**src/rtl/lcd_timing_gen.sv**
```systemverilog
// Raster timing generator for a 480x272 parallel-RGB LCD panel.
// Produces sync, data-enable, pixel/line coordinates and a slow strobe.
module lcd_timing_gen #(
    parameter int unsigned H_SYNC      = 41,
    parameter int unsigned H_BP        = 2,
    parameter int unsigned H_ACTIVE    = 480,
    parameter int unsigned H_FP        = 2,
    parameter int unsigned V_SYNC      = 10,
    parameter int unsigned V_BP        = 2,
    parameter int unsigned V_ACTIVE    = 272,
    parameter int unsigned V_FP        = 2,
    parameter int unsigned SLOW_FRAMES = 10
) (
    input  logic       clk9MHz,
    input  logic       reset_n,
    output logic       hSync,
    output logic       vSync,
    output logic       hData,
    output logic       vData,
    output logic       disp,
    output logic [9:0] vgaCount,
    output logic [8:0] lineCount,
    output logic       frameTick,
    output logic       clk3Hz
);

    localparam int unsigned H_TOT = H_SYNC + H_BP + H_ACTIVE + H_FP;
    localparam int unsigned V_TOT = V_SYNC + V_BP + V_ACTIVE + V_FP;

    localparam logic [9:0] H_LAST    = 10'(H_TOT - 1);
    localparam logic [9:0] H_SYNC_E  = 10'(H_SYNC);
    localparam logic [9:0] H_ACT_BEG = 10'(H_SYNC + H_BP);
    localparam logic [9:0] H_ACT_END = 10'(H_SYNC + H_BP + H_ACTIVE);

    localparam logic [8:0] V_LAST    = 9'(V_TOT - 1);
    localparam logic [8:0] V_SYNC_E  = 9'(V_SYNC);
    localparam logic [8:0] V_ACT_BEG = 9'(V_SYNC + V_BP);
    localparam logic [8:0] V_ACT_END = 9'(V_SYNC + V_BP + V_ACTIVE);

    // A single-frame half-period still needs a one-bit counter.
    localparam int unsigned FW = (SLOW_FRAMES > 1) ? $clog2(SLOW_FRAMES) : 1;
    localparam logic [FW-1:0] F_LAST = FW'(SLOW_FRAMES - 1);

    logic [9:0]    h_cnt;
    logic [8:0]    v_cnt;
    logic [FW-1:0] frame_cnt;
    logic          h_wrap;
    logic          v_wrap;

    assign h_wrap = (h_cnt == H_LAST);
    assign v_wrap = (v_cnt == V_LAST);

    // Pixel counter: runs every clock, wraps at end of line.
    always_ff @(posedge clk9MHz or negedge reset_n) begin
        if (!reset_n) begin
            h_cnt <= '0;
        end else if (h_wrap) begin
            h_cnt <= '0;
        end else begin
            h_cnt <= h_cnt + 10'd1;
        end
    end

    // Line counter: advances only when the pixel counter wraps.
    always_ff @(posedge clk9MHz or negedge reset_n) begin
        if (!reset_n) begin
            v_cnt <= '0;
        end else if (h_wrap) begin
            if (v_wrap) begin
                v_cnt <= '0;
            end else begin
                v_cnt <= v_cnt + 9'd1;
            end
        end
    end

    // Decode straight from the counters so outputs carry no extra latency.
    assign hSync     = (h_cnt >= H_SYNC_E);
    assign vSync     = (v_cnt >= V_SYNC_E);
    assign hData     = (h_cnt >= H_ACT_BEG) && (h_cnt < H_ACT_END);
    assign vData     = (v_cnt >= V_ACT_BEG) && (v_cnt < V_ACT_END);
    assign vgaCount  = hData ? (h_cnt - H_ACT_BEG) : '0;
    assign lineCount = vData ? (v_cnt - V_ACT_BEG) : '0;
    assign frameTick = h_wrap && v_wrap;

    // Frame divider: clk3Hz flips every SLOW_FRAMES frames.
    always_ff @(posedge clk9MHz or negedge reset_n) begin
        if (!reset_n) begin
            frame_cnt <= '0;
            clk3Hz    <= 1'b0;
        end else if (frameTick) begin
            if (frame_cnt == F_LAST) begin
                frame_cnt <= '0;
                clk3Hz    <= ~clk3Hz;
            end else begin
                frame_cnt <= frame_cnt + FW'(1);
            end
        end
    end

    // Panel enable latches high on the first clock out of reset.
    always_ff @(posedge clk9MHz or negedge reset_n) begin
        if (!reset_n) begin
            disp <= 1'b0;
        end else begin
            disp <= 1'b1;
        end
    end

endmodule

```
**config.mk**
```make
export PLATFORM = sky130hd
export DESIGN_NAME = lcd_timing_gen
export DESIGN_NICKNAME = d
export VERILOG_FILES = /design/src/rtl/lcd_timing_gen.sv
export SDC_FILE = /design/constraint.sdc
export NUM_CORES = 1
export LEC_CHECK = 0
export CAP_MARGIN = 20
export CORE_UTILIZATION = 50
export CTS_CLUSTER_DIAMETER = 150
export DETAILED_ROUTE_END_ITERATION = 10
export PLACE_DENSITY = 0.72
export SLEW_MARGIN = 20
export SYNTH_ARGS = -nofsm -noshare
export SYNTH_HDL_FRONTEND = slang
export SYNTH_SLANG_ARGS = --single-unit
export TNS_END_PERCENT = 5
```
**constraint.sdc**
```tcl
create_clock -name clk9MHz -period 4.6 [get_ports clk9MHz]
set_clock_uncertainty 0.05 [all_clocks]
set_input_delay 0.46 -clock clk9MHz [delete_from_list [all_inputs] [get_ports clk9MHz]]
set_output_delay 0.46 -clock clk9MHz [all_outputs]
set_load 0.01 [all_outputs]
```
# == Word level (Yosys, flattened, before mapping) ==
# Index checks and enable logic that the tools add are counted.
# word_totals
regBits,25
inputBits,2
# op_classes
n_addsub,5
magnitude_cmp,6
eq_ne,3
muxes,5
n_bitwise,1
n_reduce_logical,4
# ops
operator,count
10-bit by 6-bit >= comparator with 1-bit output (second input constant),2
10-bit 2-to-1 mux,2
9-bit by 4-bit >= comparator with 1-bit output (second input constant),2
9-bit 2-to-1 mux,2
10-bit by 1-bit adder with 10-bit output (second input constant),1
10-bit == test (second input constant),1
10-bit < comparator (second input constant),1
10-bit by 6-bit subtractor with 10-bit output (second input constant),1
9-bit by 1-bit adder with 9-bit output (second input constant),1
9-bit == test (second input constant),1
9-bit < comparator (second input constant),1
9-bit by 4-bit subtractor with 9-bit output (second input constant),1
4-bit by 1-bit adder with 4-bit output (second input constant),1
4-bit == test (second input constant),1
4-bit 2-to-1 mux,1
1-bit logical AND,3
2-bit AND reduction,1
1-bit NOT,1

# == Logic depth before layout (Yosys ltp) ==
# depth
ltp_word,3
mapped_depth,7

# == Least setup slack after synthesis ==
# No wires, ideal clock.
# synth_path
path_kind,register to output
start,register h_cnt[0]
end,output port vgaCount[5]
arrival_time_ps,1657
slack_ps,2433
stages_incl_launch_ff,6
path_buffers,0
cell_sequence,dfrtp_1 > ha_1 > o21a_1 > or3_1 > a21oi_4 > nor3_1
# synth_between
elab_chain_cells,3
elab_cells_between_ends,5
cone_classes,add/sub: 1; order compare: 2; mux: 1; reduce/logical: 1
# synth_lines
item,line,rtl
start: declaration,44,logic [9:0] h_cnt;
start signal: assignment,60,h_cnt <= h_cnt + 10'd1;
10-bit by 6-bit >= comparator with 1-bit output / 10-bit < comparator (equally long branches),80,assign hData = (h_cnt >= H_ACT_BEG) && (h_cnt < H_ACT_END);
1-bit logical AND,80,
10-bit 2-to-1 mux *,82,assign vgaCount = hData ? (h_cnt - H_ACT_BEG) : '0;
end: declaration,21,"output logic [9:0] vgaCount,"
# Mark *: on every way between the ends. The rest lies on a longest branch, timed or not.

# == Worst setup path after layout ==
# layout_path
start,register h_cnt[0]
end,output port frameTick
# layout_between
elab_chain_cells,2
# layout_lines
item,line,rtl
10-bit == test,50,assign h_wrap = (h_cnt == H_LAST);
1-bit logical AND,84,assign frameTick = h_wrap && v_wrap;
end: declaration,23,"output logic frameTick,"
# Every way passes these cells.

==> impl_results.md <==
* Outcome: finished clean
* Cell count after synthesis at 196
* Hold Buf Count CTS at 0
* Clk slew on worst S/H paths at 0.15 ns
* Synth top area cells: dfrtp_1, ha_1, xnor2_1
* RSZ-0062 raised after global routing: no
* Remaining antenna violation count at 0
* Antenna violations before repair at 0
* Worst slew margin at 56.4%
* Critical Path AT at 2.75 ns
* Number of global-route vias before repair at 1268
* Worst R2R Start: h_cnt[0]
* Area Growth Syn to Fin at 17.4%
* TritonRoute pass-1 iters at 4
* Distinct cells, synth at 44
* F_max at 307 MHz
* PostCTS Resize Cnt at 0
* Worst Setup End Kind: output port
* Iter 0 DRT Violations at 51
* Worst r2r dst: v_cnt[8]
* Io pins at 28
* Switching share of power at 22.0%
* Yosys top cell area share at 36.2%
* Asr flop ratio synth at 100%
* Worst skew pair latency at 0.33 ns
* Leakage at 0.000893 uW
* Most common cell after layout, fill and taps aside: clkdlybuf4s50_1
* R2r setup slk at 2.39 ns
* Comb pwr share at 1.7%
* Number of synthesized register bits at 25
* DIE HEIGHT at 60.8 um
* Mapped Area at 0.00173 mm^2
* Synth Flop Type: dfrtp_1
* Die area at 0.00370 mm^2
* Row cnt at 20
* Clock Tree Buf Depth at 2
* Worst setup SP type: flip-flop
* Final WL at 3610 um
* CTS tree: done
* Pins Over Slew Limit at 0
* Max cap viols at 0
* Internal Power at 255 uW
* Antenna fix cells at 0
* Clock sinks at 25
* Placeable Area at 0.00318 mm^2
* Final hold slack at 0.0429 ns
* Starting Density at 54.4%
* EDFF count, synth at 0
* Vias at 1481
* Register area share after synthesis at 36.2%
* Peak supply drop at 108 uV
* Worst slew pin tran at 0.651 ns
* Cts bufs inserted at 3
* Commonest cells after routing, fill and taps aside: clkdlybuf4s50_1, dfrtp_1, nor2_1
* Clock network power share at 30.9%
* Post-route clock period utilization at 70.8%
* Aggregate global-route resource usage at 21.2%
* # setup viols final at 0
* Crit path required time at 4.09 ns
* Synthesis Warnings at 0
* Chip width at 60.8 um
* DRC violations left at 0
* Synth area leader: dfrtp_1
* Fin. Hold Viols at 0
* Root Buffer Master: clkbuf_4
* Period minus WS final at 3.26 ns
* Routability congestion estimate at 0.819
* Crit-path max FO at 17
* Power density cells at 161 mW/mm^2
* Avg Synthesized Cell Area at 8.83 um^2
* Syn Nets at 207
* Share of cells above drive strength 1 at 5.50%
* Hold Crit Class: primary input to asynchronous set/reset pin
* Reg2Reg Depth at 6
* Pin count of the biggest net entering global routing at 26
* Total grt overflow at 0
* Nets at 230
* Reg power frac at 67.4%
* CTS H-tree lvls at 1
* Setup TNS at 0 ns
* Global-route wire length before repair at 5870 um
* Hpwl dp at 2670 um
* DR WL/cell at 13.8 um
* Setup bufs post-CTS at 0
* Net Sw Power at 71.8 uW
* Port bufs at 27
* CP Class: flip-flop to output port
* Via density per instance at 5.65
per-stage QoR:
stage          power, uW  cell area [um^2]  setup slack (ns)  cells  utilization [%]
6_report             327              2030              1.34    262             63.9
2_1_floorplan        225              1730              2.43    196                -
3_3_place_gp         231              2010              1.86    258             63.3
5_1_grt              344              2030              1.08    262             63.9
3_5_place_dp         231              2010              1.73    258             63.3
4_1_cts              335              2040              1.33    262             64.1
critical path, stage by stage (launching register included):
cell             delay, ns
dfrtp_1               0.48
inv_1                 0.11
ha_1                  0.16
and4bb_1              0.20
nand4_1               0.50
nor2_1                0.38
clkdlybuf4s50_1       0.59
how the worst max path moves through the flow:
| stage | end | slack, ns | startpoint | cells past startpoint |
|---|---|---|---|---|
| 5_1_grt | frameTick | 1.08 | h_cnt[0] | 6 |
| 6_report | frameTick | 1.34 | h_cnt[0] | 6 |
| 2_1_floorplan | vgaCount[5] | 2.43 | h_cnt[0] | 5 |
| 4_1_cts | frameTick | 1.33 | h_cnt[0] | 6 |
| 3_3_place_gp | frameTick | 1.86 | h_cnt[0] | 6 |
| 3_5_place_dp | frameTick | 1.73 | h_cnt[0] | 6 |
sequential cells by signal (all words and copies together) (netlist names):
signal and count:
h_cnt 10, frame_cnt 4, clk3Hz 1, disp 1, v_cnt 9
power by group through the flow:
stage | Combinational, uW | Clock (uW) | Sequential, uW
2_1_floorplan | 0.0711 | 0 | 225
3_3_place_gp | 6.30 | 0 | 225
3_5_place_dp | 6.45 | 0 | 225
4_1_cts | 6.48 | 108 | 220
5_1_grt | 6.76 | 117 | 220
6_report | 5.67 | 101 | 220
area by class of cell:
cell class	instances	area, um^2
multi-input cells	151	1020
clock buffers	4	26.3
inverters	11	41.3
repair buffers	27	265
flip-flops and latches	25	626
fillers	297	1150
well taps	44	55.1
synthesized netlist by cell type, types with 2 or more instances:
cell type  instances
inv_1             11
nand3_1            8
a211oi_1           2
clkbuf_1           5
ha_1               9
and3_1             5
buf_2              3
xor2_1             9
xnor2_1           12
nor3_1             4
a21oi_1            7
nand2_1           14
and4_1             3
nor2b_1            3
nand4_1            5
o31ai_1            2
and2_1             4
nor2_1            23
nor3_4             2
o21ai_0           13
or3_1              5
dfrtp_1           25
per-layer routing:
layer / wire (um) / track usage [%] / vias to the layer above
met4: 18 / 5.84 / 0
met2: 1720 / 34.1 / 30
met5: 0 / 0 / -
met1: 1720 / 30.3 / 727
met3: 156 / 2.35 / 4
li1: - / - / 720
kinds of logic after synthesis:
family | synth area share, %
AOI/OAI and AO/OA | 13.8
xor gates and xnor gates | 10.6
adders and majority gates | 6.51
buffers and inverters | 4.99
DFF | 36.2
muxes | 0.578
other | 0.217
and+or+nand+nor | 27.1
No activity file was read; power rests on OpenSTA's default activity.
